## src/rtl/fabric_reset_sequencer.sv

```systemverilog
// Fabric reset sequencer: releases core, camera (with SCCB handshake) and LCD resets in order.
// Defining RST_SEQ_TIMEOUT_EN adds the CAM_CFG timeout / retry / ERROR path.
module fabric_reset_sequencer #(
    parameter int unsigned STABLE_CYCLES = 16,
    parameter int unsigned CORE_DELAY    = 1000,
    parameter int unsigned CAM_TIMEOUT   = 2500000,
    parameter int unsigned MAX_RETRY     = 3,
    parameter int unsigned LCD_DELAY     = 256
) (
    input  logic       CLK_BASE,
    input  logic       RESET,
    input  logic       INIT_DONE,
    input  logic       MSS_HPMS_READY,
    input  logic       CAM_CFG_DONE,
    output logic       CORE_RESET_N,
    output logic       CAM_RESET_N,
    output logic       CAM_CFG_START,
    output logic       LCD_RESET_N,
    output logic       SYS_READY,
    output logic       SEQ_ERROR,
    output logic [2:0] STATE
);

    typedef enum logic [2:0] {
        IDLE      = 3'd0,
        STABLE    = 3'd1,
        CORE_WAIT = 3'd2,
        CAM_CFG   = 3'd3,
        CAM_RETRY = 3'd4,
        LCD_WAIT  = 3'd5,
        RUN       = 3'd6,
        ERROR     = 3'd7
    } state_t;

    logic [1:0]  init_sync;
    logic [1:0]  ready_sync;
    logic        rdy;
    state_t      state;
    state_t      nxt;
    logic [31:0] cnt;

`ifdef RST_SEQ_TIMEOUT_EN
    localparam int          RETRY_W    = $clog2(MAX_RETRY + 2);
    localparam logic [31:0] RETRY_HOLD = 32'd16;
    logic [RETRY_W-1:0] retry_cnt;
`endif

    // NOTE: sequential state uses non-blocking assignments so every flop samples pre-edge values.
    always_ff @(posedge CLK_BASE or posedge RESET) begin
        if (RESET) begin
            init_sync  <= '0;
            ready_sync <= '0;
        end else begin
            init_sync  <= {init_sync[0], INIT_DONE};
            ready_sync <= {ready_sync[0], MSS_HPMS_READY};
        end
    end

    assign rdy = init_sync[1] & ready_sync[1];

    // NOTE: nxt gets a default before the case so no path can infer a latch.
    always_comb begin
        nxt = state;
        if (!rdy) begin
            nxt = IDLE;
        end else begin
            case (state)
                IDLE:      nxt = STABLE;
                STABLE:    if (cnt == STABLE_CYCLES - 1) nxt = CORE_WAIT;
                CORE_WAIT: if (cnt == CORE_DELAY - 1) nxt = CAM_CFG;
                CAM_CFG: begin
                    // DONE is tested first so it wins a same-cycle timeout.
                    if (CAM_CFG_DONE) nxt = LCD_WAIT;
`ifdef RST_SEQ_TIMEOUT_EN
                    else if (cnt == CAM_TIMEOUT - 1)
                        nxt = (retry_cnt < RETRY_W'(MAX_RETRY)) ? CAM_RETRY : ERROR;
`endif
                end
`ifdef RST_SEQ_TIMEOUT_EN
                CAM_RETRY: if (cnt == RETRY_HOLD - 1) nxt = CAM_CFG;
                ERROR:     nxt = ERROR;
`else
                CAM_RETRY: nxt = IDLE;
                ERROR:     nxt = IDLE;
`endif
                LCD_WAIT:  if (cnt == LCD_DELAY - 1) nxt = RUN;
                RUN:       nxt = RUN;
                default:   nxt = IDLE;
            endcase
        end
    end

    // Outputs are decoded from nxt so they move on the same edge as STATE.
    always_ff @(posedge CLK_BASE or posedge RESET) begin
        if (RESET) begin
            state         <= IDLE;
            cnt           <= '0;
            CORE_RESET_N  <= 1'b0;
            CAM_RESET_N   <= 1'b0;
            CAM_CFG_START <= 1'b0;
            LCD_RESET_N   <= 1'b0;
            SYS_READY     <= 1'b0;
        end else begin
            state         <= nxt;
            cnt           <= (nxt != state) ? '0 : cnt + 32'd1;
            CORE_RESET_N  <= (nxt != IDLE) && (nxt != STABLE);
            CAM_RESET_N   <= nxt inside {CAM_CFG, LCD_WAIT, RUN};
            CAM_CFG_START <= (nxt == CAM_CFG) && (state != CAM_CFG);
            LCD_RESET_N   <= (nxt == RUN);
            SYS_READY     <= (nxt == RUN);
        end
    end

`ifdef RST_SEQ_TIMEOUT_EN
    always_ff @(posedge CLK_BASE or posedge RESET) begin
        if (RESET) begin
            retry_cnt <= '0;
            SEQ_ERROR <= 1'b0;
        end else begin
            if (nxt == IDLE)
                retry_cnt <= '0;
            else if (state == CAM_RETRY && nxt == CAM_CFG)
                retry_cnt <= retry_cnt + RETRY_W'(1);
            SEQ_ERROR <= (nxt == ERROR);
        end
    end
`else
    logic unused_cfg;
    assign unused_cfg = |{CAM_TIMEOUT, MAX_RETRY};
    assign SEQ_ERROR  = 1'b0;
`endif

    assign STATE = state;

endmodule
```

## config.mk

```make
export PLATFORM = sky130hd
export DESIGN_NAME = fabric_reset_sequencer
export DESIGN_NICKNAME = d
export VERILOG_FILES = /design/src/rtl/fabric_reset_sequencer.sv
export SDC_FILE = /design/constraint.sdc
export NUM_CORES = 1
export LEC_CHECK = 0
export BUFFER_PORTS_ARGS = -buffer_cell sky130_fd_sc_hd__buf_2
export CAP_MARGIN = 20
export CORE_MARGIN = 2
export CORE_UTILIZATION = 45
export CTS_BUF_LIST = sky130_fd_sc_hd__clkbuf_4 sky130_fd_sc_hd__clkbuf_8 sky130_fd_sc_hd__clkbuf_16
export CTS_CLUSTER_DIAMETER = 100
export DETAILED_ROUTE_END_ITERATION = 10
export PLACE_DENSITY_LB_ADDON = 0.25
export SLEW_MARGIN = 0
export SYNTH_ARGS = -nofsm -noshare
export SYNTH_HDL_FRONTEND = slang
export SYNTH_SLANG_ARGS = --single-unit
export TNS_END_PERCENT = 10
```

## constraint.sdc

```tcl
create_clock -name CLK_BASE -period 2.96 [get_ports CLK_BASE]
set_input_delay 0.148 -clock CLK_BASE [delete_from_list [all_inputs] [get_ports CLK_BASE]]
set_output_delay 0.148 -clock CLK_BASE [all_outputs]
set_load 0.02 [all_outputs]
```

==> results_dict.tcl, run 1 <==
set metrics [dict create \
    drive_above_1_share_pct 26.4 \
    synth_fp_nets 256 \
    rows 27 \
    setup_viol 0 \
    cp.depth 7 \
    clk_pin_slew_worst_paths_ns 0.08 \
    cts_made_buffers 5 \
    hpwlAfterDp_um 3900 \
    crit_end "cnt[31]" \
    fin_nets 272 \
    slew_headroom_pct 45.9 \
    grt_max_degree 30 \
    critPathBufInv 1 \
    crit_fanout 22 \
    drt-vias-per-instance 5.83 \
    fin_cells 337 \
    core_sq_mm 0.00557 \
    worstSetupStartpoint "cnt[0]" \
    die_h_um 80.6 \
    dp.cells 327 \
    antenna_found_initial 0 \
    drt.antenna.violating_nets 0 \
    path_cells "ha_1, nand3_2, nor3_1, o41ai_1, a211oi_4, buf_4, a211oi_1" \
    vdd_ir_drop_max_mv 0.163 \
    cap_violations 0 \
    final_common_cell "dfrtp_1" \
    worstPathArrival_ns 2.55 \
    pin_count 14 \
    drc 0 \
    slowest_delay_ns 0.47 \
    wl_met3_um 216 \
    post-route-period-util_pct 80.5 \
    crit_path_top_delay_cell "nor3_1" \
    htreeDepth 2 \
    power.density_mw_per_mm2 367 \
    num_vias 1964 \
    hold_ws_ns 0.289 \
    synth_edf_count 0 \
    critPathLaunchType "flop" \
    synthSimpleGateAreaFrac_pct 23.1 \
    grt-ovfl-total 0 \
    highest_layer "met4" \
    fmax_ghz 0.419 \
    wl_um 5690 \
    r2r_start "cnt[0]" \
    status "complete, no violations" \
    layout_common_cells "dfrtp_1 (43), a211oi_2 (30), xor2_1 (20)" \
    area_growth_pct 9.06 \
    port_buffers 12 \
    power_leakage_nw 1.14 \
    first_global_vias 1869 \
    dieArea_sq_mm 0.00649 \
    hp-class "input pin to flop" \
    root_buffer "clkbuf_8" \
    synth_top_family_by_area "simple AND/OR/NAND/NOR gates" \
    cp_top_family "simple AND/OR/NAND/NOR gates" \
    cts_tree "built" \
    finalHoldViolCount 0 \
    cts.sinks 43 \
    grt_pass1_wl_um 9490 \
    cp-end-kind "flop" \
    async_flop_share_pct 100 \
    syn-mean-instance-area_sq_um 10.6 \
    synthXorXnorAreaFrac_pct 9.96 \
    track_usage_pct 19.4 \
    syn_area_sq_mm 0.00264 \
    rr_worst_depth 7 \
    synth_compound_area_share_pct 20.0 \
    ys_ff_latch 43 \
    slew_violations 0 \
    synthMuxAreaShare_pct 0 \
    yosysUniqueCellTypes 50 \
    place_ws_ns 0.597 \
    rsz0062_at_grt "no" \
    start_util_pct 47.3 \
    die_w_um 80.6 \
    wire_per_inst_um 16.9 \
    reg2reg_slack_ns 0.58 \
    gp_congestion 0.871 \
    min_period_ns 2.38 \
    r2r-end "cnt[31]" \
    synth-seq-area-share_pct 40.8 \
    syn_inst 250 \
    synth_top_flop_cell "dfrtp_1" \
    fillCellCount 510 \
    worst_pin_slew_ns 0.805 \
    antenna_cells 0 \
    required_ns 3.13 \
    wl_met1_um 2780 \
    wl_met2_um 2590 \
    ys_warn_count 0 \
    skew_ns 0.00609 \
    yosys.area_share.adder_pct 0.474 \
    tns_ns 0 \
    crit_type "flop to flop" \
    clockBufferDepth 2 \
    ctsResizeCount 0 \
    fin_ws_ns 0.576 \
    drt-pass1-iter-count 4 \
    clock_latency_ns 0.30 \
    dr.first_iter.drc_count 128 \
]
cell usage after synthesis, types with 3 or more instances:
library cell  number  area share, %
buf_6              3            1.3
xor2_1            20            6.6
nand3_1           11            2.1
nor3_1             5           0.95
a211oi_2          30             14
nand4b_1           3            1.0
or4_1              3           0.85
nor2_1            12            1.7
nand2b_1           3           0.71
dfrtp_1           43             41
nor4_1             9            2.1
and4_1             3            1.0
xnor2_1           10            3.3
inv_1              8            1.1
nand4_1           15            3.6
nand2_1           14            2.0
and3_1             7            1.7
buf_4              6            1.7
clkbuf_1           3           0.43
buf_2              5           0.95
cells by family (layout without fill, tap and decap cells):
group,Yosys count,after routing
AO/OA/AOI/OAI,48,48
XOR/XNOR,30,30
adder cells (fa/ha/maj),1,1
buffers and inverters,25,40
flip-flops,43,43
other,1,1
AND/OR/NAND/NOR,102,102
flip-flops by register name, indices dropped and copies added (netlist names):
| register | count |
|---|---|
| CAM_RESET_N | 1 |
| cnt | 32 |
| STATE | 3 |
| CAM_CFG_START | 1 |
| CORE_RESET_N | 1 |
| ready_sync | 2 |
| SYS_READY | 1 |
| init_sync | 2 |
per-stage QoR:
stage,total power [W],utilization (%),instance area [sq um]
finish,0.00105,51.6,2880
global route,0.00110,51.6,2880
CTS,0.00106,51.3,2860
detailed placement,0.000705,49.4,2760
global placement,0.000703,49.4,2760
floorplan,0.000688,-,2640
routing by layer:
metal / up-vias / global-route usage (%)
li1: 957 / -
met1: 963 / 27.4
met2: 36 / 29.6
met3: 8 / 3.15
met4: 0 / 7.46
met5: - / 0
worst min path at each step:
stage | from | endpoint | slack (ns) | cells past startpoint
6_report | CAM_CFG_DONE | STATE[2] | 0.29 | 4
5_1_grt | CAM_CFG_DONE | STATE[2] | 0.33 | 4
4_1_cts | CAM_CFG_DONE | STATE[2] | 0.28 | 4
3_5_place_dp | MSS_HPMS_READY | ready_sync[0] | 0.26 | 1
3_3_place_gp | MSS_HPMS_READY | ready_sync[0] | 0.26 | 1
2_1_floorplan | INIT_DONE | init_sync[0] | 0.18 | 0
final cells by class:
| class | count | area [sq um] | share of cell area, % |
|---|---|---|---|
| multi-input cells | 182 | 1420 | 49.5 |
| repair buffers | 26 | 180 | 6.26 |
| well taps | 72 | 90.1 | 3.13 |
| inverters | 8 | 30.0 | 1.04 |
| flip-flops and latches | 43 | 1080 | 37.4 |
| clock buffers | 6 | 76.3 | 2.65 |
worst register-to-register path, stage by stage, from the launching register on:
cell and delay [ns]:
dfrtp_1 0.39, ha_1 0.27, nand3_2 0.22, nor3_1 0.47, o41ai_1 0.20, a211oi_4 0.19
buf_4 0.39, a211oi_1 0.14
power by group:
part            total, W  leakage, nW  internal, W  switching (W)
registers       0.000612        0.588     0.000599      0.0000131
logic          0.0000852        0.511    0.0000285      0.0000567
clock network   0.000358       0.0406     0.000167       0.000191
total            0.00105         1.14     0.000794       0.000261
what timing repair did:
action	CTS	global route
setup endpoints to repair	0	0
buffers inserted	0	0
hold buffers	3	0
endpoints found under the hold margin	17	0
Power figures use the tool's default switching activity.
==> run 2: changes to the inputs <==
- clock period: 2.96 -> 2.25 ns (I/O delays scaled with it)
==> run 2 against run 1 <==
Net effect: first-iteration DRC count is 23% higher; sequential share of layout area fell by 4.3 points; worst hold slack lost 0.030 ns; fmax increased by 6.8%; via count is 7.7% higher; utilization up 6.8 points; cell count is 9.5% higher; die area did not move; wire length increased by 7.4%; worst setup slack got worse by 0.56 ns; critical path type unchanged.
==> results_dict.tcl, run 2 (synthesis gave the netlist of run 1 again) <==
set metrics [dict create \
    path_cells "or4_4, nor4_4, a31oi_4, a211oi_4, buf_12, clkbuf_16, a211oi_2" \
    root_buffer "clkbuf_8" \
    required_ns 2.43 \
    start_util_pct 47.3 \
    slew_violations 0 \
    first_global_vias 1955 \
    num_vias 2115 \
    hp-class "input pin to flop" \
    dp.cells 353 \
    hold_depth 5 \
    clockBufferDepth 2 \
    min_period_ns 2.23 \
    worst_pin_slew_ns 0.523 \
    cts.sinks 43 \
    worstPathArrival_ns 2.42 \
    fillCellCount 496 \
    antenna_found_initial 0 \
    cts_made_buffers 5 \
    port_buffers 12 \
    antenna_cells 0 \
    skew_ns 0.0108 \
    crit_type "flop to flop" \
    power.density_mw_per_mm2 451 \
    critPathLaunchType "flop" \
    largest_register "cnt" \
    rsz0062_at_grt "yes" \
    drt.antenna.violating_nets 0 \
    htreeDepth 2 \
    cap_violations 0 \
    gp_congestion 0.860 \
    reg2reg_slack_ns 0.02 \
    crit_fanout 8 \
    finalHoldViolCount 0 \
    track_usage_pct 20.4 \
    rr_worst_depth 7 \
    slew_headroom_pct 64.7 \
    status "complete, no violations" \
    slowest_delay_ns 0.55 \
    drt-pass1-iter-count 4 \
    wl_um 6110 \
    clk_pin_slew_worst_paths_ns 0.08 \
    cp_top_family "simple AND/OR/NAND/NOR gates" \
    fmax_ghz 0.448 \
    grt_pass1_wl_um 10100 \
    cp.depth 7 \
    critPathBufInv 2 \
    hpwlAfterDp_um 4210 \
    vdd_ir_drop_max_mv 0.262 \
    hp-start "CAM_CFG_DONE" \
    clock_latency_ns 0.30 \
    area_growth_pct 23.5 \
    r2r-end "cnt[22]" \
    rows 27 \
    die_w_um 80.6 \
    post-route-period-util_pct 99.2 \
    die_h_um 80.6 \
    r2r_start "cnt[15]" \
    drive_above_1_share_pct 35.7 \
    cp-end-kind "flop" \
    drt-vias-per-instance 5.73 \
    setup_viol 0 \
    crit_path_top_delay_cell "or4_4" \
    dieArea_sq_mm 0.00649 \
    cts_tree "built" \
    dr.first_iter.drc_count 158 \
    pin_count 14 \
    largest_reg_flops 32 \
    grt-ovfl-total 0 \
    hold_end "STATE[1]" \
    core_sq_mm 0.00557 \
    layout_common_cells "dfrtp_1 (42), buf_4 (32), a211oi_2 (30)" \
    fin_cells 369 \
    grt_max_degree 19 \
    tns_ns 0 \
    power_leakage_nw 1.34 \
    fin_nets 302 \
    wire_per_inst_um 16.6 \
    drc 0 \
    final_common_cell "dfrtp_1" \
]
-- run 2: final cells by class --
cell class / instances / area, sq um / area share (%)
clock buffers: 7 / 83.8 / 2.57
clock inverters: 1 / 5.00 / 0.154
inverters: 8 / 30.0 / 0.922
multi-input cells: 182 / 1450 / 44.5
flip-flops and latches: 43 / 1080 / 33.1
well taps: 72 / 90.1 / 2.77
repair buffers: 56 / 520 / 16.0
-- run 2: report_power, final --
group          internal, W  leakage, nW  switching, W
Sequential        0.000788        0.586     0.0000186
Clock             0.000242       0.0491      0.000260
Combinational    0.0000730        0.708     0.0000863
Total              0.00110         1.34      0.000365
-- run 2: worst reg2reg max path: stages, from the launching register on --
cell       delay (ns)
dfrtp_1          0.38
or4_4            0.55
nor4_4           0.32
a31oi_4          0.16
a211oi_4         0.30
buf_12           0.17
clkbuf_16        0.16
a211oi_2         0.07
-- run 2: through the flow --
stage	instance area, sq um	utilization (%)	total power [W]	hold WS, ns	setup WS, ns
global route	3260	58.4	0.00154	0.297	-0.0516
detailed placement	3030	54.3	0.000941	0.0819	0.0423
floorplan	2640	-	0.000905	0.144	0.0982
CTS	3140	56.4	0.00145	0.253	0.0183
global placement	3030	54.3	0.000939	0.0762	0.0744
finish	3260	58.4	0.00147	0.260	0.0171
-- run 2: worst max path at each step --
stage              from  endpoint
2_1_floorplan   cnt[21]   cnt[10]
3_3_place_gp    cnt[21]    cnt[0]
3_5_place_dp    cnt[21]    cnt[0]
4_1_cts         cnt[21]    cnt[0]
5_1_grt        STATE[1]    cnt[4]
6_report        cnt[15]   cnt[22]
-- run 2: timing repair --
action | 4_1_cts | 5_1_grt
endpoints found under the setup margin | 0 | 32
hold buffers | 3 | 0
resized for setup | 0 | 6
endpoints found under the hold margin | 13 | 0
buffers inserted | 0 | 3
-- run 2: layer usage --
metal / part of all wire (%) / GRT usage [%]
met1: 49 / 31.6
met2: 46 / 28.6
met4: 1.4 / 5.76
met5: 0 / 0
met3: 3.6 / 3.82
==> run 3: changes to the inputs <==
- ABC_AREA: not set -> 1
- TNS_END_PERCENT: 10 -> 1
==> run 3 against run 2 <==
Net effect: utilization fell by 5.8 points; fmax up 8.7%; worst setup slack improved by 0.18 ns; die area fell by 8.2%; count of clock-buffer cells in the layout decreased by 2; clock power rose by 22%; critical endpoint is now cnt[25]; largest cell class unchanged.
==> results_dict.tcl, run 3 <==
set metrics [dict create \
    status "complete, no violations" \
    dieArea_sq_mm 0.00596 \
    clockBufferDepth 2 \
    synthTopCellsByArea "dfrtp_1 (45%), xor2_1 (10%), nand2_1 (7.6%)" \
    setup_viol 0 \
    post-cts-setup-buffers 0 \
    fin_util_pct 52.6 \
    synth_area_leader_cell "dfrtp_1" \
    grt-ovfl-total 0 \
    async_flop_share_pct 100 \
    drive_above_1_share_pct 21.1 \
    layout_common_cells "nand2_1 (49), dfrtp_1 (43), inv_1 (43)" \
    drt-vias-per-instance 4.70 \
    rows 26 \
    grt_pass1_wl_um 7930 \
    largest_reg_flops 32 \
    r2r_start "cnt[0]" \
    vdd_ir_drop_max_mv 0.367 \
    worst_pin_slew_ns 0.538 \
    start_util_pct 46.9 \
    die_w_um 77.2 \
    gp_congestion 0.859 \
    fin_nets 322 \
    crit_type "flop to flop" \
    reg2reg_slack_ns 0.20 \
    ys_ff_latch 43 \
    fin_ws_ns 0.196 \
    synth_fp_nets 299 \
    syn-mean-instance-area_sq_um 8.23 \
    slew_violations 0 \
    required_ns 2.48 \
    hp-start "CAM_CFG_DONE" \
    rr_worst_depth 14 \
    antenna_found_initial 0 \
    drt.antenna.violating_nets 0 \
    clock_latency_ns 0.30 \
    drc 0 \
    fmax_ghz 0.487 \
    ys_warn_count 0 \
    syn_area_sq_mm 0.00241 \
    post-route-period-util_pct 91.3 \
    synth_top_cell_area_share_pct 44.6 \
    syn_inst 293 \
    r2r-end "cnt[25]" \
    drt-pass1-iter-count 4 \
    largest_register "cnt" \
    wire_per_inst_um 11.5 \
    cap_violations 0 \
    skew_ns 0.00625 \
    cp-end-kind "flop" \
    hold_depth 5 \
    finalHoldViolCount 0 \
    synth-seq-area-share_pct 44.6 \
    num_vias 1820 \
    root_buffer "clkbuf_8" \
    hp-class "input pin to flop" \
    yosysUniqueCellTypes 27 \
    synth.most_common_cell "nand2_1" \
    pin_count 14 \
    critPathLaunchType "flop" \
    dr.first_iter.drc_count 91 \
    die_h_um 77.2 \
    core_sq_mm 0.00514 \
    port_buffers 12 \
    clk_pin_slew_worst_paths_ns 0.09 \
    cts_made_buffers 5 \
    grt_max_degree 44 \
    rsz0062_at_grt "yes" \
    synth_top_flop_cell "dfrtp_1" \
    antenna_cells 0 \
    worstPathArrival_ns 2.28 \
    cts.sinks 43 \
    hold_end "STATE[2]" \
    slew_headroom_pct 64.2 \
    cts_tree "built" \
    place_ws_ns 0.152 \
    crit_fanout 8 \
    area_growth_pct 12.1 \
    final_common_cell "nand2_1" \
    track_usage_pct 16.5 \
    power_leakage_nw 1.25 \
    htreeDepth 2 \
    hpwlAfterDp_um 3320 \
    ys_top_cells_by_count "nand2_1 (49), inv_1 (44), dfrtp_1 (43)" \
    min_period_ns 2.05 \
    first_global_vias 1839 \
    synth_edf_count 0 \
    power.density_mw_per_mm2 558 \
    wl_um 4450 \
]
-- run 3: cell type report --
| class | count | area [sq um] |
|---|---|---|
| clock buffer | 5 | 68.8 |
| multi-input combinational | 200 | 1120 |
| inverter | 45 | 169 |
| sequential | 43 | 1080 |
| timing repair buffer | 21 | 139 |
| clock inverter | 3 | 43.8 |
| fill | 533 | 2440 |
| tap | 70 | 87.6 |
-- run 3: layer usage --
metal / global-route usage [%] / wire length, um / up-vias
met5: 0 / 0 / -
met4: 5.71 / 79 / 0
met3: 3.53 / 136 / 8
met2: 27.8 / 2080 / 27
met1: 21.1 / 2150 / 851
li1: - / - / 934
-- run 3: kinds of logic after synthesis --
logic type / share of synthesized area (%)
flip-flops: 44.6
AO/OA/AOI/OAI: 1.30
adder cells (fa/ha/maj): 0.519
XOR/XNOR: 10.5
AND/OR/NAND/NOR: 33.8
other: 0.156
buffers and inverters: 9.03
-- run 3: power by group --
group | internal [W] | switching (W) | leakage, nW
Sequential | 0.000789 | 0.0000143 | 0.587
Clock | 0.000331 | 0.000279 | 0.0581
Combinational | 0.0000345 | 0.0000626 | 0.609
Total | 0.00115 | 0.000356 | 1.25
-- run 3: worst max-delay path by stage --
stage,to,slack [ns],start,cells past startpoint
6_report,cnt[25],0.20,cnt[0],14
3_3_place_gp,cnt[31],0.27,cnt[0],13
4_1_cts,cnt[0],0.14,cnt[0],13
3_5_place_dp,cnt[0],0.15,cnt[0],13
5_1_grt,cnt[23],-0.007,cnt[0],13
2_1_floorplan,cnt[5],0.51,cnt[0],13
-- run 3: critical path, cell delays in order, from the launching register on --
cell     delay, ns
dfrtp_1       0.40
ha_2          0.22
nand2_2       0.08
nor2_4        0.14
nand3_1       0.09
nor2_1        0.15
nand3_1       0.09
nand2_1       0.08
nand3_2       0.08
nand2_2       0.09
nand2_1       0.06
nand2_1       0.07
nand2_2       0.13
buf_4         0.22
nor2_2        0.10
-- run 3: stage by stage --
step / TNS (ns) / hold WS, ns / cell area [sq um] / total power, W / cells
floorplan: 0 / 0.144 / 2410 / 0.000891 / 293
global placement: 0 / 0.222 / 2550 / 0.000908 / 376
detailed placement: 0 / 0.222 / 2550 / 0.000911 / 376
CTS: 0 / 0.254 / 2700 / 0.00153 / 387
global route: -0.0157 / 0.308 / 2700 / 0.00157 / 387
finish: 0 / 0.278 / 2700 / 0.00151 / 387
-- run 3: what timing repair did --
item / 4_1_cts / 5_1_grt
endpoints found under the setup margin: 0 / 22
hold buffers: 3 / 0
hold endpoints to repair: 45 / 0
resized for setup: 0 / 2
